[src/rtl/thresholding_pkg.sv]
// Shared definitions for the thresholding cfg loader:
// AXI-Lite response codes, FSM states and the cfg address map.
package thresholding_pkg;

  localparam logic [1:0] AXI_OKAY   = 2'b00;
  localparam logic [1:0] AXI_SLVERR = 2'b10;

  typedef enum logic [2:0] {
    ST_IDLE,
    ST_FETCH,
    ST_WADDR,
    ST_BRESP,
    ST_RADDR,
    ST_RDATA,
    ST_DONE
  } cfg_state_e;

  // Byte address of threshold t of channel (cf, pe)
  function automatic logic [31:0] thr_addr(
    input logic [31:0] cf,
    input logic [31:0] pe,
    input logic [31:0] t,
    input int unsigned pe_bits,
    input int unsigned n
  );
    return (cf << (pe_bits + n + 2)) |
           (pe << (n + 2)) |
           (t << 2);
  endfunction

endpackage

[src/rtl/axil_wr_chan.sv]
// AXI-Lite write channel joiner: raises AW and W together and
// drops each on its own handshake; accepted marks both done.
module axil_wr_chan (
  input  logic clk,
  input  logic rst,
  input  logic launch,
  input  logic awready,
  input  logic wready,
  output logic awvalid,
  output logic wvalid,
  output logic accepted
);

  logic aw_q, aw_d;
  logic w_q, w_d;

  always_comb begin
    aw_d = aw_q && !awready;
    w_d  = w_q && !wready;
    if (launch) begin
      aw_d = 1'b1;
      w_d  = 1'b1;
    end
  end

  assign awvalid  = aw_q;
  assign wvalid   = w_q;
  assign accepted = (aw_q || w_q) &&
                    (!aw_q || awready) &&
                    (!w_q || wready);

  always_ff @(posedge clk) begin
    if (rst) begin
      aw_q <= 1'b0;
      w_q  <= 1'b0;
    end else begin
      aw_q <= aw_d;
      w_q  <= w_d;
    end
  end

endmodule

[src/rtl/thresholding_cfg_loader.sv]
// AXI4-Lite master that writes (and optionally verifies) every
// threshold word of a thresholding_axi instance from a stream.
module thresholding_cfg_loader
  import thresholding_pkg::*;
#(
  parameter int N      = 4,
  parameter int K      = 10,
  parameter int C      = 6,
  parameter int PE     = 2,
  parameter int VERIFY = 1
) (
  input  logic         clk,
  input  logic         rst,
  input  logic         start,
  output logic         busy,
  output logic         done,
  output logic         err_wr,
  output logic         err_rd,
  input  logic         s_thr_tvalid,
  output logic         s_thr_tready,
  input  logic [K-1:0] s_thr_tdata,
  output logic         m_AWVALID,
  input  logic         m_AWREADY,
  output logic [$clog2(C/PE)+$clog2(PE)+N+1:0] m_AWADDR,
  output logic         m_WVALID,
  input  logic         m_WREADY,
  output logic [31:0]  m_WDATA,
  output logic [3:0]   m_WSTRB,
  input  logic         m_BVALID,
  output logic         m_BREADY,
  input  logic [1:0]   m_BRESP,
  output logic         m_ARVALID,
  input  logic         m_ARREADY,
  output logic [$clog2(C/PE)+$clog2(PE)+N+1:0] m_ARADDR,
  input  logic         m_RVALID,
  output logic         m_RREADY,
  input  logic [31:0]  m_RDATA,
  input  logic [1:0]   m_RRESP
);

  localparam int CF        = C / PE;
  localparam int PE_BITS   = $clog2(PE);
  localparam int ADDR_BITS = $clog2(CF) + PE_BITS + N + 2;
  localparam int T_W       = N;
  localparam int PE_W      = (PE > 1) ? $clog2(PE) : 1;
  localparam int CF_W      = (CF > 1) ? $clog2(CF) : 1;

  localparam logic [T_W-1:0]  T_MAX  = T_W'(2**N - 2);
  localparam logic [PE_W-1:0] PE_MAX = PE_W'(PE - 1);
  localparam logic [CF_W-1:0] CF_MAX = CF_W'(CF - 1);

  cfg_state_e state_q, state_d;
  logic [K-1:0]    word_q, word_d;
  logic [T_W-1:0]  t_q, t_d;
  logic [PE_W-1:0] pe_q, pe_d;
  logic [CF_W-1:0] cf_q, cf_d;
  logic            err_wr_q, err_wr_d;
  logic            err_rd_q, err_rd_d;

  logic            launch;
  logic            adv;
  logic            last;
  logic            wr_accepted;
  logic [31:0]     addr_full;

  axil_wr_chan u_wr (
    .clk      (clk),
    .rst      (rst),
    .launch   (launch),
    .awready  (m_AWREADY),
    .wready   (m_WREADY),
    .awvalid  (m_AWVALID),
    .wvalid   (m_WVALID),
    .accepted (wr_accepted)
  );

  assign last = (t_q == T_MAX) &&
                (pe_q == PE_MAX) &&
                (cf_q == CF_MAX);

  always_comb begin
    state_d  = state_q;
    word_d   = word_q;
    t_d      = t_q;
    pe_d     = pe_q;
    cf_d     = cf_q;
    err_wr_d = err_wr_q;
    err_rd_d = err_rd_q;
    launch   = 1'b0;
    adv      = 1'b0;
    unique case (state_q)
      ST_IDLE: begin
        if (start) begin
          state_d  = ST_FETCH;
          err_wr_d = 1'b0;
          err_rd_d = 1'b0;
          t_d      = '0;
          pe_d     = '0;
          cf_d     = '0;
        end
      end
      ST_FETCH: begin
        if (s_thr_tvalid) begin
          word_d  = s_thr_tdata;
          launch  = 1'b1;
          state_d = ST_WADDR;
        end
      end
      ST_WADDR: begin
        if (wr_accepted) state_d = ST_BRESP;
      end
      ST_BRESP: begin
        if (m_BVALID) begin
          if (m_BRESP != AXI_OKAY) err_wr_d = 1'b1;
          if (VERIFY != 0) state_d = ST_RADDR;
          else adv = 1'b1;
        end
      end
      ST_RADDR: begin
        if (m_ARREADY) state_d = ST_RDATA;
      end
      ST_RDATA: begin
        if (m_RVALID) begin
          if ((m_RRESP != AXI_OKAY) ||
              (m_RDATA != 32'(word_q)))
            err_rd_d = 1'b1;
          adv = 1'b1;
        end
      end
      ST_DONE: state_d = ST_IDLE;
      default: state_d = ST_IDLE;
    endcase

    // Word completion folds the counter step into the same cycle
    if (adv) begin
      state_d = last ? ST_DONE : ST_FETCH;
      if (t_q == T_MAX) begin
        t_d = '0;
        if (pe_q == PE_MAX) begin
          pe_d = '0;
          cf_d = cf_q + 1'b1;
        end else begin
          pe_d = pe_q + 1'b1;
        end
      end else begin
        t_d = t_q + 1'b1;
      end
    end
  end

  always_ff @(posedge clk) begin
    if (rst) begin
      state_q  <= ST_IDLE;
      word_q   <= '0;
      t_q      <= '0;
      pe_q     <= '0;
      cf_q     <= '0;
      err_wr_q <= 1'b0;
      err_rd_q <= 1'b0;
    end else begin
      state_q  <= state_d;
      word_q   <= word_d;
      t_q      <= t_d;
      pe_q     <= pe_d;
      cf_q     <= cf_d;
      err_wr_q <= err_wr_d;
      err_rd_q <= err_rd_d;
    end
  end

  assign addr_full = thr_addr(32'(cf_q), 32'(pe_q),
                              32'(t_q), PE_BITS, N);

  assign m_AWADDR     = ADDR_BITS'(addr_full);
  assign m_ARADDR     = ADDR_BITS'(addr_full);
  assign m_WDATA      = 32'(word_q);
  assign m_WSTRB      = 4'hF;
  assign m_BREADY     = (state_q == ST_BRESP);
  assign m_ARVALID    = (state_q == ST_RADDR);
  assign m_RREADY     = (state_q == ST_RDATA);
  assign s_thr_tready = (state_q == ST_FETCH);
  assign done         = (state_q == ST_DONE);
  assign busy         = (state_q != ST_IDLE) &&
                        (state_q != ST_DONE);
  assign err_wr       = err_wr_q;
  assign err_rd       = err_rd_q;

endmodule

[config.mk]
export PLATFORM = sky130hd
export DESIGN_NAME = thresholding_cfg_loader
export DESIGN_NICKNAME = d
export VERILOG_FILES = /design/src/rtl/thresholding_pkg.sv /design/src/rtl/axil_wr_chan.sv /design/src/rtl/thresholding_cfg_loader.sv
export SDC_FILE = /design/constraint.sdc
export NUM_CORES = 1
export LEC_CHECK = 0
export ABC_AREA = 1
export CAP_MARGIN = 25
export CORE_ASPECT_RATIO = 1.1
export CORE_MARGIN = 2
export CORE_UTILIZATION = 36
export CTS_CLUSTER_SIZE = 24
export DETAILED_ROUTE_END_ITERATION = 10
export PLACE_DENSITY = 0.81
export SYNTH_ARGS = -nofsm -noshare
export SYNTH_HDL_FRONTEND = slang
export SYNTH_SLANG_ARGS = --single-unit
[constraint.sdc]
create_clock -name clk -period 1.9 [get_ports clk]
set_input_delay 0.38 -clock clk [delete_from_list [all_inputs] [get_ports clk]]
set_output_delay 0.38 -clock clk [all_outputs]
set_load 0.05 [all_outputs]
# Word-level counts from Yosys, hierarchy flattened
# Cells that the tools add are included.
[totals]
regBits = 24
elab_cells = 98
[op_classes]
add_sub_neg = 3
eq_ne = 21
muxes = 35
bitwise_logic = 2
reduce_logical = 28
[op_table]
columns = ["operator", "n"]
rows = [
  ["!= test 32 x 10 -> 1 bit", 1],
  ["2-to-1 mux 3 bit", 7],
  ["case mux 3 bit (6 select lines)", 1],
  ["2-to-1 mux 1 bit", 16],
  ["2-to-1 mux 4 bit", 4],
  ["nonzero test 2 bit", 6],
  ["2-to-1 mux 2 bit", 5],
  ["equality test 3 bit, second input constant", 3],
  ["!= test 3 x 2 -> 1 bit, second input constant", 3],
  ["OR 9 x 6 -> 9 bit", 1],
  ["OR 9 x 7 -> 9 bit", 1],
  ["AND reduction 4 bit", 2],
  ["logical AND 1 bit", 7],
  ["equality test 3 x 2 -> 1 bit, second input constant", 2],
  ["!= test 2 x 1 -> 1 bit, second input constant", 3],
  ["!= test 2 bit, second input constant", 3],
  ["!= test 3 bit, second input constant", 2],
  ["AND reduction 6 bit", 1],
  ["adder 4 x 1 -> 4 bit, second input constant", 1],
  ["equality test 4 bit, second input constant", 1],
  ["logical NOT 1 bit", 4],
  ["logical OR 1 bit", 4],
  ["case mux 1 bit (2 select lines)", 2],
  ["AND reduction 2 bit", 2],
  ["other kinds (7)", 7],
]

# Longest topological paths before layout
# Gate-level depths: netlist of run 1.
[logic_depth]
ltp_word = 7
depth_mapped = 10
ltp_nobuf = 10

# Cells and area by module
# Synthesis of run 1 repeated with hierarchy kept, for this count alone.
[hier_totals]
cells_unflattened = 275
area_unflattened_um2 = 1774.2
[by_module_without_submodules]
columns = ["module", "n_inst", "cells_each", "area_per_inst_um2"]
rows = [
  ["thresholding_cfg_loader", 1, 260, 1680.4],
  ["axil_wr_chan", 1, 15, 93.8],
]

# Worst setup path after synthesis of run 1
# Ideal clock, no wire load.
[synth_timing]
kind = "register to output"
from = "register state_q[2]"
to = "output busy"
t_arrival_ns = 1.706
required_time_ns = 1.520
setup_slack_ns = -0.186
stages_incl_launch_ff = 4
path_cell_list = "dfxtp_1 nand2_1 nor2_1 nor2_1"
[synth_between]
elab_chain_len = 2
elab_cells_between_ends = 3
classes_between = "1 x eq/ne; 2 x reduce/logical"
[synth_rtl]
columns = ["item", "line", "text"]
rows = [
  ["start: declaration", "thresholding_cfg_loader.sv:52", "cfg_state_e state_q, state_d;"],
  ["start signal: assignment", "thresholding_cfg_loader.sv:161", "state_q <= state_d;"],
  ["!= test 3 bit / nonzero test 3 bit (equally long branches)", "thresholding_cfg_loader.sv:184, thresholding_cfg_loader.sv:183", ""],
  ["logical AND 1 bit *", "thresholding_cfg_loader.sv:183", "assign busy = (state_q != ST_IDLE) &&"],
  ["end: declaration", "thresholding_cfg_loader.sv:15", "output logic busy,"],
]
# Every way passes the cells marked *; elsewhere a longest branch is shown, timed or not.

# Worst setup path after layout of run 1
[layout_timing]
from = "register word_q[3]"
to = "output m_WDATA[3]"
[layout_rtl]
columns = ["item", "line", "text"]
rows = [
  ["start: declaration", "thresholding_cfg_loader.sv:53", "logic [K-1:0] word_q, word_d;"],
  ["start signal: assignment", "thresholding_cfg_loader.sv:162", "word_q <= word_d;"],
  ["end: declaration", "thresholding_cfg_loader.sv:27", "output logic [31:0] m_WDATA,"],
]
# No word-level cell between the ends.

==> results of run 1 <==
## metrics by stage
stage                util  area (sq um)
finish              0.560          2640
global route        0.560          2640
CTS                 0.560          2640
detailed placement  0.548          2590
global placement    0.548          2590
floorplan               -          1900
## state kept, by name (all words and copies together) (netlist names)
name,flops
cf_q,2
err_rd,1
err_wr,1
pe_q,1
state_q,3
t_q,4
u_wr.awvalid,1
u_wr.wvalid,1
word_q,10
## cell type report
type / count / area [sq um] / share of cell area
Clock buffer: 4 / 55.1 / 0.0208
Inverter: 39 / 149 / 0.0564
Multi-Input combinational cell: 193 / 968 / 0.367
Sequential cell: 24 / 480 / 0.182
Tap cell: 56 / 70.1 / 0.0265
Timing Repair Buffer: 91 / 918 / 0.348
## power by group through the flow
stage	logic [mW]	registers (mW)	clock network [mW]
after floorplan	0.871	0.911	0
after global placement	1.55	0.699	0
after detailed placement	1.57	0.700	0
after CTS	1.57	0.689	0.361
after global routing	1.68	0.704	0.376
final	1.56	0.691	0.344
## worst paths after layout
path,endpoint,slack (ns),from
worst max register to register,cf_q[0]$_SDFF_PP0_,0.37,t_q[0]$_SDFFE_PP0P_
worst max-delay path,m_WDATA[3],0.08,word_q[3]$_SDFFE_PP0P_
worst min register to register,err_rd$_SDFFE_PP0P_,0.49,err_rd$_SDFFE_PP0P_
worst min-delay path,err_rd$_SDFFE_PP0P_,0.49,err_rd$_SDFFE_PP0P_
## cells by family (layout without fill, tap and decap cells)
| kind of cell | after synthesis | after routing | share of synthesized area |
|---|---|---|---|
| AOI/OAI and AO/OA | 38 | 38 | 0.122 |
| xor gates and xnor gates | 3 | 3 | 0.0146 |
| adders and majority gates | 3 | 3 | 0.0209 |
| buffers and inverters | 81 | 134 | 0.253 |
| DFF | 24 | 24 | 0.267 |
| other | 2 | 30 | 0.00418 |
| and+or+nand+nor | 119 | 119 | 0.318 |
## layer usage
metal	vias up	track usage
met1	778	0.176
li1	927	-
met3	2	0.0282
met4	0	0.0226
met2	81	0.265
met5	-	0
## placed cells by master, fill, tap and decap left out, drive strengths merged, types with 3 or more instances in the layout
master / instances
a21oi: 21
buf: 27
clkbuf: 4
clkdlybuf4s50: 64
conb: 30
dfxtp: 24
ha: 3
inv: 38
nand2: 57
nand3: 8
nor2: 41
nor3: 6
o21ai: 14
xnor2: 3
==> metrics.txt, run 1 <==
status completed; Initial Util 0.381; number of synthesized flops with an enable pin 0; Final Skew 0.00286 ns; final net count 410; Vias/cell 4.39; met2 wire length 2.01 mm; clk sinks 24; GPL Wtd Cong 0.821; routed via count 1,788; Yosys top cell area share 0.267; DR iter-0 viols 76; Final ANT Viol Nets 0; synth cell count leaders nand2_1, buf_4, nor2_1; Gate Count Post-Synth 270; sequential share of the synthesized area 0.267; sw frac 0.479; GRT Total Usage 0.145; Leak Pwr 1.22 nW; Port Buf Inserts 88; hold buffer count at CTS 0; Yosys cell types 34; Die Height 78.1 um; Comb pwr share 0.602; deepest clock path buffer count 2; post-CTS resize count 0; DIE AREA 5570 sq um; CP bufs+invs 1; placed insts 403; Final TNS setup 0 ns; CTS tree built; net switching power figure 1.25 mW; Top FF cell, synth dfxtp_1; crit-path max FO 3; Reg power frac 0.266; Syn Area/Cell 6.65 sq um; setup bufs post-CTS 0; die width 71.4 um; htree depth 1; fin. max-slew vios 0; DRC errors left 0; Critical Path, Cell by Cell clkdlybuf4s50_1; Clk pwr share 0.132; Hold Crit Class reg -> reg; Post-DP HPWL 3.46 mm; post-layout min period 1.82 ns; critical path's top delay family buffers and inverters; async set or reset register ratio after synthesis 0; Int Pwr 1.35 mW; share of cells above drive strength 1 0.162; synth top area cells dfxtp_1, buf_4, nand2_1; r2r worst-path depth 8; first-pass GRT wire length 6.79 mm; CP Depth 1; Worst Tran Pin Value 0.515 ns; fill count 456; Core ar. 4720 sq um; YS warnings 0; Cell Area, Synth 1800 sq um; Hold Path Stages 2; Tcrit/Tclk final 0.959; RSZ-0062 raised after global routing false; post-synth top area cell dfxtp_1; Final setup viols 0; non-filler cells, final 407; io pins 119; clock-pin slew on the worst setup and hold paths 0.09 ns; Area Growth Syn to Fin 47.0%; overall power 2.60 mW; Max Used Layer met4; CP startpoint kind flop; CP Capture Type primary output; Num CTS Buffers 3; worst setup margin 0.0774 ns; Root Buffer clkbuf_8; hold_ws 0.486 ns; CP max-delay cell clkdlybuf4s50_1; Final Hold Viols 0; total grt overflow 0; Crit Path Class reg -> out; CP max stage delay 0.81 ns; critical path arrival 1.44 ns; WL final 4.10 mm; WL per Instance 10.1 um; FF+latch count, synth 24; Slew HR 0.656; PwrDens 984 nW/um^2; met3 wire len 387 um; initial antenna violation count 0; vias in the first global route 1,612; CP required 1.52 ns; WL met1 1.69 mm; TritonRoute pass-1 iters 4; n_diodes 0; max_cap viols 0; Site Rows 26; clock latency on the worst-skew pair 0.26 ns; pin count of the biggest net entering global routing 22; Max Clock Freq 0.549 GHz; worst vdd ir 0.000516 V; most frequent cell after synthesis nand2_1; pre-CTS setup slack 0.239 ns
Note: power is estimated with default switching activity, not from simulation.
==> inputs of run 2 (changes only) <==
- TNS_END_PERCENT: default -> 1
==> results of run 2 <==
Final layout, timing and power as in run 1 (identical DEF).
==> inputs of run 3 (changes only) <==
- RECOVER_POWER: default -> 100
- SLEW_MARGIN: default -> 0
==> metrics.txt, run 3 (synthesized netlist as in run 1, its figures left out) <==
Root Buffer clkbuf_8; DR iter-0 viols 56 (-26%); die width 71.4 um (unchanged); r2r setup slk 0.26 ns (-0.11 ns); CP max-delay cell clkdlybuf4s50_1; first-pass GRT wire length 6.79 mm (unchanged); GRT Total Usage 0.145 (unchanged); post-CTS resize count 0 (unchanged); CP max stage delay 0.81 ns (about the same); Core ar. 4720 sq um (unchanged); critical path arrival 1.44 ns (about the same); worst reg2reg path startpoint state_q[0]$_SDFFE_PP0P_; Vias/cell 4.42 (+0.50%); Final setup viols 0 (unchanged); hold buffer count at CTS 0 (unchanged); n_diodes 0 (unchanged); Slew HR 0.595 (-0.0607); share of cells above drive strength 1 0.0969 (-0.0655); Num CTS Buffers 3 (unchanged); Top reg by flops word_q; post-layout min period 1.82 ns (+0.00120 ns); Area Growth Syn to Fin 38.4%; WL final 4.12 mm (+0.51%); initial antenna violation count 0 (unchanged); Final Skew 0.00287 ns (+0.0000156 ns); htree depth 1 (unchanged); CP Capture Type primary output; Tcrit/Tclk final 0.960 (about the same); Hold Crit Start err_rd$_SDFFE_PP0P_; Die Height 78.1 um (unchanged); Crit Path Class reg -> out; worst vdd ir 0.000510 V (-1.1%); Initial Util 0.381 (unchanged); crit-path max FO 3 (unchanged); pin count of the biggest net entering global routing 22 (unchanged); vias in the first global route 1,612 (unchanged); number of flip-flops in the largest register 10 (unchanged); area post-placement 2590 sq um (unchanged); final non-filler cell area 2490 sq um (-5.9%); commonest non-fill, non-tap cell in the layout clkdlybuf4s50_1; RSZ-0062 raised after global routing false; Top Registers word_q x10, t_q x4, state_q x3; max_cap viols 0 (unchanged); io pins 119 (unchanged); critical path's top delay family buffers and inverters; Port Buf Inserts 88 (unchanged); DIE AREA 5570 sq um (unchanged); deepest clock path buffer count 2 (unchanged); Final ANT Viol Nets 0 (unchanged); Hold Crit Class reg -> reg; routed via count 1,797 (+0.50%); TritonRoute pass-1 iters 4 (unchanged); Final Hold Viols 0 (unchanged); Site Rows 26 (unchanged); clock latency on the worst-skew pair 0.26 ns (about the same); Critical Path, Cell by Cell clkdlybuf4s50_1; DRC errors left 0 (unchanged); clk sinks 24 (unchanged); PwrDens 983 nW/um^2 (about the same); Critical R2R Capture t_q[2]$_SDFFE_PP0P_; GPL Wtd Cong 0.821 (unchanged); Hold Path Stages 2 (unchanged); CP required 1.52 ns (about the same); Post-DP HPWL 3.46 mm (unchanged); setup bufs post-CTS 0 (unchanged); Max Clock Freq 0.548 GHz (about the same); clock-pin slew on the worst setup and hold paths 0.09 ns (about the same); CTS tree built; r2r worst-path depth 8 (unchanged); status completed; total grt overflow 0 (unchanged); Worst Tran Pin Value 0.610 ns (+0.0953 ns); WL per Instance 10.1 um (+0.51%); CP startpoint kind flop; Final TNS setup 0 ns (unchanged); final net count 410 (unchanged); Leak Pwr 1.13 nW (-7.6%); hold path endpoint err_rd$_SDFFE_PP0P_; commonest cells after routing, fill and taps aside clkdlybuf4s50_1, nand2_1, nor2_1; CP bufs+invs 1 (unchanged); fin. max-slew vios 0 (unchanged)
==> run 3: cell types whose count changed in the layout (fill, tap and decap cells not counted), moves of 2 or more <==
cell      before  now
buf_4         21    2
clkbuf_1       0   18
buf_12         6    2
clkbuf_2       0    4
nor2_1        36   38
==> run 3: final cells by class <==
cell class	count	area [sq um]
fill	484	2230
multi-input combinational	193	941
timing repair buffer	91	791
sequential	24	480
inverter	39	149
tap	56	70.1
clock buffer	4	55.1
==> run 3: worst max-delay path by stage <==
stage	to	slack, ns	startpoint	cells past startpoint
floorplan	busy	0.12	state_q[2]$_SDFFE_PP0P_	3
global placement	err_rd$_SDFFE_PP0P_	0.28	m_RDATA[0]	10
detailed placement	state_q[0]$_SDFFE_PP0P_	0.24	m_AWREADY	7
CTS	m_WDATA[3]	0.06	word_q[3]$_SDFFE_PP0P_	1
global route	busy	0.03	state_q[0]$_SDFFE_PP0P_	5
finish	m_WDATA[3]	0.08	word_q[3]$_SDFFE_PP0P_	1
==> run 3: through the flow <==
| stage | hold slack [ns] | util | setup WS, ns | std cells | power (mW) |
|---|---|---|---|---|---|
| after global routing | 0.506 | 0.527 | 0.0270 | 407 | 2.61 |
| after CTS | 0.489 | 0.560 | 0.0631 | 407 | 2.62 |
| final | 0.485 | 0.527 | 0.0762 | 407 | 2.44 |
| after floorplan | 0.520 | - | 0.117 | 298 | 1.78 |
| after global placement | 0.471 | 0.548 | 0.278 | 403 | 2.24 |
| after detailed placement | 0.476 | 0.548 | 0.239 | 403 | 2.27 |
==> run 3: per-layer routing <==
layer  global-route usage  vias to the layer above  share of wire
li1                     -                      926              -
met1                0.176                      784           0.42
met2                0.265                       85           0.49
met3               0.0282                        2          0.087
met4               0.0226                        0         0.0029
met5                    0                        -              0
==> run 3: worst min-delay path, stage by stage, from the launching register on <==
cell and delay [ns]:
dfxtp_1 0.33, inv_1 0.07, a21oi_1 0.06
==> run 3: report_power, final <==
part	leakage [nW]	internal [mW]	switching, mW
logic	0.904	0.449	0.960
clock network	0.0288	0.185	0.160
registers	0.195	0.593	0.0979
total	1.13	1.23	1.22
